==> config.mk <==
export PLATFORM = sky130hd
export DESIGN_NAME = gb_cpu_schedule_sequencer
export DESIGN_NICKNAME = d
export VERILOG_FILES = /design/src/rtl/gb_cpu_common_pkg.sv /design/src/rtl/gb_cpu_cond_eval.sv /design/src/rtl/gb_cpu_schedule_sequencer.sv
export SDC_FILE = /design/constraint.sdc
export NUM_CORES = 1
export LEC_CHECK = 0
export ABC_AREA = 1
export CAP_MARGIN = 20
export CELL_PAD_IN_SITES_DETAIL_PLACEMENT = 1
export CELL_PAD_IN_SITES_GLOBAL_PLACEMENT = 1
export CORE_AREA = 5 5 173 175
export DETAILED_ROUTE_END_ITERATION = 6
export DIE_AREA = 0 0 178 180
export GPL_TIMING_DRIVEN = 0
export PLACE_DENSITY_LB_ADDON = 0.1
export SYNTH_ARGS = -nofsm -noshare
export SYNTH_HDL_FRONTEND = slang
export SYNTH_SLANG_ARGS = --single-unit
==> constraint.sdc <==
create_clock -name clk -period 2.56 [get_ports clk]
set_input_delay 0.512 -clock clk [delete_from_list [all_inputs] [get_ports clk]]
set_output_delay 0.512 -clock clk [all_outputs]
set_load 0.02 [all_outputs]
==> src/rtl/gb_cpu_common_pkg.sv <==
// Shared types for the CPU sequencer: control word, schedule, flags, condition codes.
// Also holds the sequencer state enum and the fixed FETCH/NOP control words.
package gb_cpu_common_pkg;

    typedef enum logic [1:0] {SEQ_FETCH, SEQ_EXEC, SEQ_SKIP} seq_state_t;

    typedef enum logic [1:0] {COND_NZ, COND_Z, COND_NC, COND_C} condition_code_t;
    typedef enum logic [1:0] {ADDR_PC, ADDR_SP, ADDR_HL, ADDR_WZ} addr_src_t;
    typedef enum logic [1:0] {IDU_NOP, IDU_INC, IDU_DEC, IDU_PASS} idu_op_t;
    typedef enum logic [1:0] {IDU_PC, IDU_SP, IDU_HL, IDU_WZ} idu_reg_t;

    typedef logic [3:0] alu_op_t;
    localparam alu_op_t ALU_NOP = 4'd0;

    typedef struct packed {
        logic z;
        logic n;
        logic h;
        logic c;
    } alu_flags_t;

    typedef struct packed {
        logic      addr_en;
        addr_src_t addr_src;
        logic      data_wr;
        logic      ir_wren;
        logic      reg_wren;
        logic [2:0] reg_sel;
        idu_op_t   idu_op;
        idu_reg_t  idu_src;
        idu_reg_t  idu_dst;
        logic      idu_wren;
        alu_op_t   alu_op;
        logic      cc_check;
    } control_signals_t;

    localparam int MAX_M_CYCLES = 6;

    typedef struct packed {
        logic [2:0]                                m_cycles;
        control_signals_t [MAX_M_CYCLES-1:0]       instruction_controls;
        condition_code_t                           condition;
        logic                                      cb_prefix_next;
        logic                                      bit_cmd;
    } schedule_t;

    localparam control_signals_t FETCH_CTRL = '{
        addr_en:  1'b1,
        addr_src: ADDR_PC,
        data_wr:  1'b0,
        ir_wren:  1'b1,
        reg_wren: 1'b0,
        reg_sel:  3'd0,
        idu_op:   IDU_INC,
        idu_src:  IDU_PC,
        idu_dst:  IDU_PC,
        idu_wren: 1'b1,
        alu_op:   ALU_NOP,
        cc_check: 1'b0
    };

    localparam control_signals_t NOP_CTRL = '0;

    // Schedules encode 0..7 m-cycles; only 1..6 are meaningful.
    function automatic logic [2:0] eff_len(input logic [2:0] m);
        if (m == 3'd0)
            return 3'd1;
        else if (m == 3'd7)
            return 3'd6;
        else
            return m;
    endfunction

endpackage

==> src/rtl/gb_cpu_cond_eval.sv <==
// Evaluates a branch condition code against the current F-register flags.
module gb_cpu_cond_eval
    import gb_cpu_common_pkg::*;
(
    input  condition_code_t cond_i,
    input  alu_flags_t      flags_i,
    output logic            met_o
);

    logic unused_flags;
    assign unused_flags = ^{flags_i.n, flags_i.h};

    always_comb begin
        met_o = 1'b0;
        case (cond_i)
            COND_NZ: met_o = ~flags_i.z;
            COND_Z:  met_o =  flags_i.z;
            COND_NC: met_o = ~flags_i.c;
            COND_C:  met_o =  flags_i.c;
            default: met_o = 1'b0;
        endcase
    end

endmodule

==> src/rtl/gb_cpu_schedule_sequencer.sv <==
// Steps through the m-cycles of a latched instruction schedule, handling
// conditional early exit, stalls, CB-prefix chaining and interrupt dispatch.
module gb_cpu_schedule_sequencer
    import gb_cpu_common_pkg::*;
(
    input  logic             clk,
    input  logic             rst_n,
    input  schedule_t        sched_i,
    input  schedule_t        int_sched_i,
    input  logic             int_pending_i,
    input  alu_flags_t       flags_i,
    input  logic             stall_i,
    output control_signals_t ctrl_o,
    output logic [2:0]       m_cycle_o,
    output logic             boundary_o,
    output logic             cb_mode_o,
    output logic             bit_cmd_o,
    output logic             int_ack_o
);

    seq_state_t       state_q;
    logic [2:0]       count_q;
    schedule_t        sched_q;
    logic             int_ack_q;

    control_signals_t ctrl_raw;
    logic [2:0]       mc_raw;
    logic             bnd_raw;
    logic [2:0]       last;
    logic             cond_met;
    logic             take_int;
    logic             skip;

    gb_cpu_cond_eval u_cond_eval (
        .cond_i  (sched_q.condition),
        .flags_i (flags_i),
        .met_o   (cond_met)
    );

    always_comb begin
        last     = eff_len(sched_q.m_cycles) - 3'd1;
        ctrl_raw = FETCH_CTRL;
        mc_raw   = 3'd0;
        bnd_raw  = 1'b1;
        case (state_q)
            SEQ_EXEC: begin
                ctrl_raw = sched_q.instruction_controls[count_q];
                mc_raw   = count_q;
                bnd_raw  = (count_q == last);
            end
            SEQ_SKIP: begin
                ctrl_raw = sched_q.instruction_controls[last];
                mc_raw   = last;
                bnd_raw  = 1'b1;
            end
            default: begin
                ctrl_raw = FETCH_CTRL;
                mc_raw   = 3'd0;
                bnd_raw  = 1'b1;
            end
        endcase
        // A CB prefix and its operand byte must stay glued together.
        take_int = int_pending_i & ~sched_q.cb_prefix_next;
        skip     = ctrl_raw.cc_check & ~cond_met;
    end

    assign ctrl_o     = stall_i ? NOP_CTRL : ctrl_raw;
    assign boundary_o = bnd_raw & ~stall_i;
    assign int_ack_o  = int_ack_q & ~stall_i;
    assign m_cycle_o  = mc_raw;
    assign cb_mode_o  = sched_q.cb_prefix_next;
    assign bit_cmd_o  = sched_q.bit_cmd;

    always_ff @(posedge clk or negedge rst_n) begin
        if (!rst_n) begin
            state_q   <= SEQ_FETCH;
            count_q   <= 3'd0;
            sched_q   <= '0;
            int_ack_q <= 1'b0;
        end else if (!stall_i) begin
            int_ack_q <= 1'b0;
            if (bnd_raw) begin
                sched_q   <= take_int ? int_sched_i : sched_i;
                int_ack_q <= take_int;
                count_q   <= 3'd0;
                state_q   <= SEQ_EXEC;
            end else if (state_q == SEQ_EXEC) begin
                // cc_check on the last entry never gets here: boundary wins.
                if (skip) begin
                    state_q <= SEQ_SKIP;
                    count_q <= last;
                end else begin
                    count_q <= count_q + 3'd1;
                end
            end
        end
    end

endmodule

==> results by group <==
Global routing
  – Grt ovf: 0
  – Total GRT Usage: 27.3%
  – M2 GR Usage: 44.2%
  – Vias in the first global route: 11300
  – Initial antenna violation count: 1
  – Global-route wire length before repair: 67100 um
  – Gr busiest metal: met2
  – Pin count of the biggest net entering global routing: 85
  – Met1 GRT Util: 35.9%
  – Met3 Resource Use GR: 5.76%

Timing
  – RSZ-0062 raised after global routing: yes
  – Relative slew slack: 37.9%
  – Final WS setup: -0.338 ns
  – Final Hold Vio Count: 0
  – Achievable Freq: 0.345 GHz
  – Fin crit share: 113%
  – Layout Skew: 0.0116 ns
  – Min Clock Period, post-route: 2.90 ns
  – Worst Max-Slew Pin Slew: 0.931 ns
  – Fin. max-slew vios: 0
  – Final setup vio count: 23

Floorplanning
  – Ports: 302
  – Die Span Y: 180 um
  – Die extent in x: 178 um
  – CORE AREA: 28300 um2
  – Row Count: 62
  – Full die area: 32000 um2
  – Starting Density: 33.1%

Logic synthesis
  – Synth cell types: 29
  – Post-synth EDFFs: 0
  – Post-Syn Nets: 1520
  – Cell taking the most area after synthesis: dfrtp_1
  – Fraction of registers with async set/reset: 100%
  – Gate Count Post-Synth: 1243
  – Sequential element share of the synthesized area: 37.1%
  – Cell with the most instances after synthesis: nand2_1
  – Flops & latches, synth: 139
  – Top cells by area, synth: dfrtp_1, nand2_1, mux2_2
  – Post-synth top area share: 37.1%
  – Synth Cell Area: 9390 um2
  – Syn Area/Cell: 7.55 um2
  – Synth Flop Type: dfrtp_1
  – Synth warnings: 0
  – Most common library cells after synthesis: nand2_1, dfrtp_1, o21ai_0

Outcome
  – Failing checks: setup timing
  – Status: finished, violations left

Route
  – WL final: 46100 um
  – Drt wl/cell: 23.0 um
  – Routed Antenna Nets: 0
  – DRT iter0 DRCs: 827
  – DR vias/cell: 5.35
  – Via Count: 10700
  – Drt drc: 0
  – DRT Pass-1 Iters: 5

Layout
  – Final Instance Area: 15200 um2
  – Layout cells sized above 1: 26.9%
  – Fill count: 3328
  – P&R area growth vs syn: 61.5%
  – Multi-input logic area: 5830 um2
  – Number of nets in the layout: 1882
  – Reg area: 3480 um2

Worst setup path
  – Startpoint Class: flop
  – Reg2reg setup slack: 0.12 ns
  – CP arrival: 2.39 ns
  – R2r startpoint: sched_q[131]
  – Worst setup EP type: primary output
  – Crit path from: sched_q[131]
  – Critical path peak fanout: 10
  – WS Path Type: flop to primary output
  – Worst Path Required: 2.05 ns

Clock network
  – CTS tree: built
  – Clock sink total: 139
  – Clock Path Buffers: 2
  – # H-tree levels: 4
  – CTS Root Buffer Type: clkbuf_16
  – Clock slew at reported path FFs: 0.06 ns
  – CTS Hold Bufs: 0
  – CTS Buf Count: 17
  – Worst skew pair latency: 0.44 ns

Hold path
  – Worst min path class: input port to async pin

Place
  – Post-place setup slack: -1.17 ns
  – Detailed Place HPWL: 32700 um
  – Dpl cell area: 12900 um2
  – Buffers on Ports: 299
  – Routability cong.: 0.908

Pwr
  – Sequential fraction of design power: 22.3%
  – Net Sw Power: 0.00966 W
  – Max VDD drop: 0.597 mV
  – Gate power share: 64.4%
  – Total internal power: 0.0101 W
  – LEAKAGE: 6.72 nW
  – Pwr dens: 1300 nW/um2
  – Switching Share: 48.9%
  – Clock network power share: 13.3%

Run
  – MaxCap Viol Count: 0
==> layout by cell type, fill, tap and decap left out, types with 5 or more instances in the layout <==
master	instances
a31oi_4	8
nand3_2	13
buf_2	19
clkbuf_1	13
o21a_1	15
clkdlybuf4s50_1	272
a21oi_4	7
buf_12	12
nor2_1	20
buf_8	10
nand2_4	5
nand2_2	22
clkbuf_8	7
inv_2	6
mux2_2	134
clkbuf_4	8
o21bai_1	16
a31oi_1	8
a21oi_2	8
nand2_1	438
nand3_1	21
buf_4	40
buf_6	30
o21ai_2	21
clkbuf_16	28
o211ai_1	32
o21ai_0	87
dfrtp_1	135
o21ai_1	50
inv_1	57
a21oi_1	7
clkbuf_2	7
nor2_4	7
==> power groups by stage <==
stage	logic [W]	clock network [W]	registers (W)
floorplan	0.00580	0	0.00381
global placement	0.00905	0	0.00421
detailed placement	0.00927	0	0.00422
CTS	0.0111	0.00264	0.00430
global route	0.0136	0.00273	0.00447
finish	0.0127	0.00263	0.00440
==> per-layer routing <==
layer,vias to the layer above,routed length [um]
li1,4858,-
met1,5207,19600
met2,517,21000
met3,131,3480
met4,0,2010
met5,-,0
==> per-stage QoR <==
stage | cells | hold slack, ns | setup TNS (ns) | power (W) | utilization (%)
floorplan | 1243 | 0.216 | 0 | 0.00961 | -
global placement | 1926 | 0.465 | -772.57 | 0.0133 | 45.4
detailed placement | 1928 | 0.480 | -54.99 | 0.0135 | 45.6
CTS | 1985 | 0.0681 | -2.80 | 0.0180 | 51.6
global route | 2001 | 0.0872 | -5.18 | 0.0208 | 53.5
finish | 2002 | 0.0362 | -4.19 | 0.0198 | 53.5
==> logic make-up after synthesis <==
| group | after synthesis | share of synthesized area (%) |
|---|---|---|
| flip-flops | 139 | 37.1 |
| AO/OA/AOI/OAI | 269 | 16.4 |
| buffers and inverters | 160 | 7.65 |
| adder cells (fa/ha/maj) | 3 | 0.400 |
| XOR/XNOR | 4 | 0.373 |
| AND/OR/NAND/NOR | 534 | 22.0 |
| multiplexers | 134 | 16.1 |
==> cell type report <==
class                           instances  area share, %
Clock buffer                           18           2.83
Tap cell                              384           3.17
Sequential cell                       139           23.0
Inverter                               69           1.86
Timing Repair Buffer                  346           23.7
Clock inverter                         13           1.11
Antenna cell                            1         0.0165
Multi-Input combinational cell        944           38.4
Buffer                                 88           5.86
==> critical path: stages, from the launching register on <==
cell and delay, ns:
dfrtp_2 0.45, nand2_2 0.09, nand2_4 0.11, nand2_8 0.09, buf_12 0.17, buf_8 0.14
o211ai_1 0.29, nand3_1 0.18, o2111ai_2 0.12, nand2_2 0.12, inv_2 0.07, buf_6 0.11
==> flip-flops by register name, indices dropped and copies added, names as in the netlist <==
signal     cells
sched_q      131
cb_mode_o      1
bit_cmd_o      1
state_q        2
int_ack_q      1
count_q        3
==> final timing paths <==
kind,to,cells past startpoint
setup / recovery,ctrl_o[5],11
hold / removal,sched_q[21],1
setup reg to reg,sched_q[67],12
hold reg to reg,bit_cmd_o,2
max in group asynchronous,sched_q[58],2
min in group clk,bit_cmd_o,2
==> repair_timing <==
| item | CTS | global route |
|---|---|---|
| buffers inserted | 22 | 9 |
| gates cloned | 7 | 7 |
| gates resized for setup | 419 | 101 |
| pin swaps | 44 | 45 |
| setup endpoints to repair | 45 | 25 |
No activity file was read; power rests on OpenSTA's default activity.
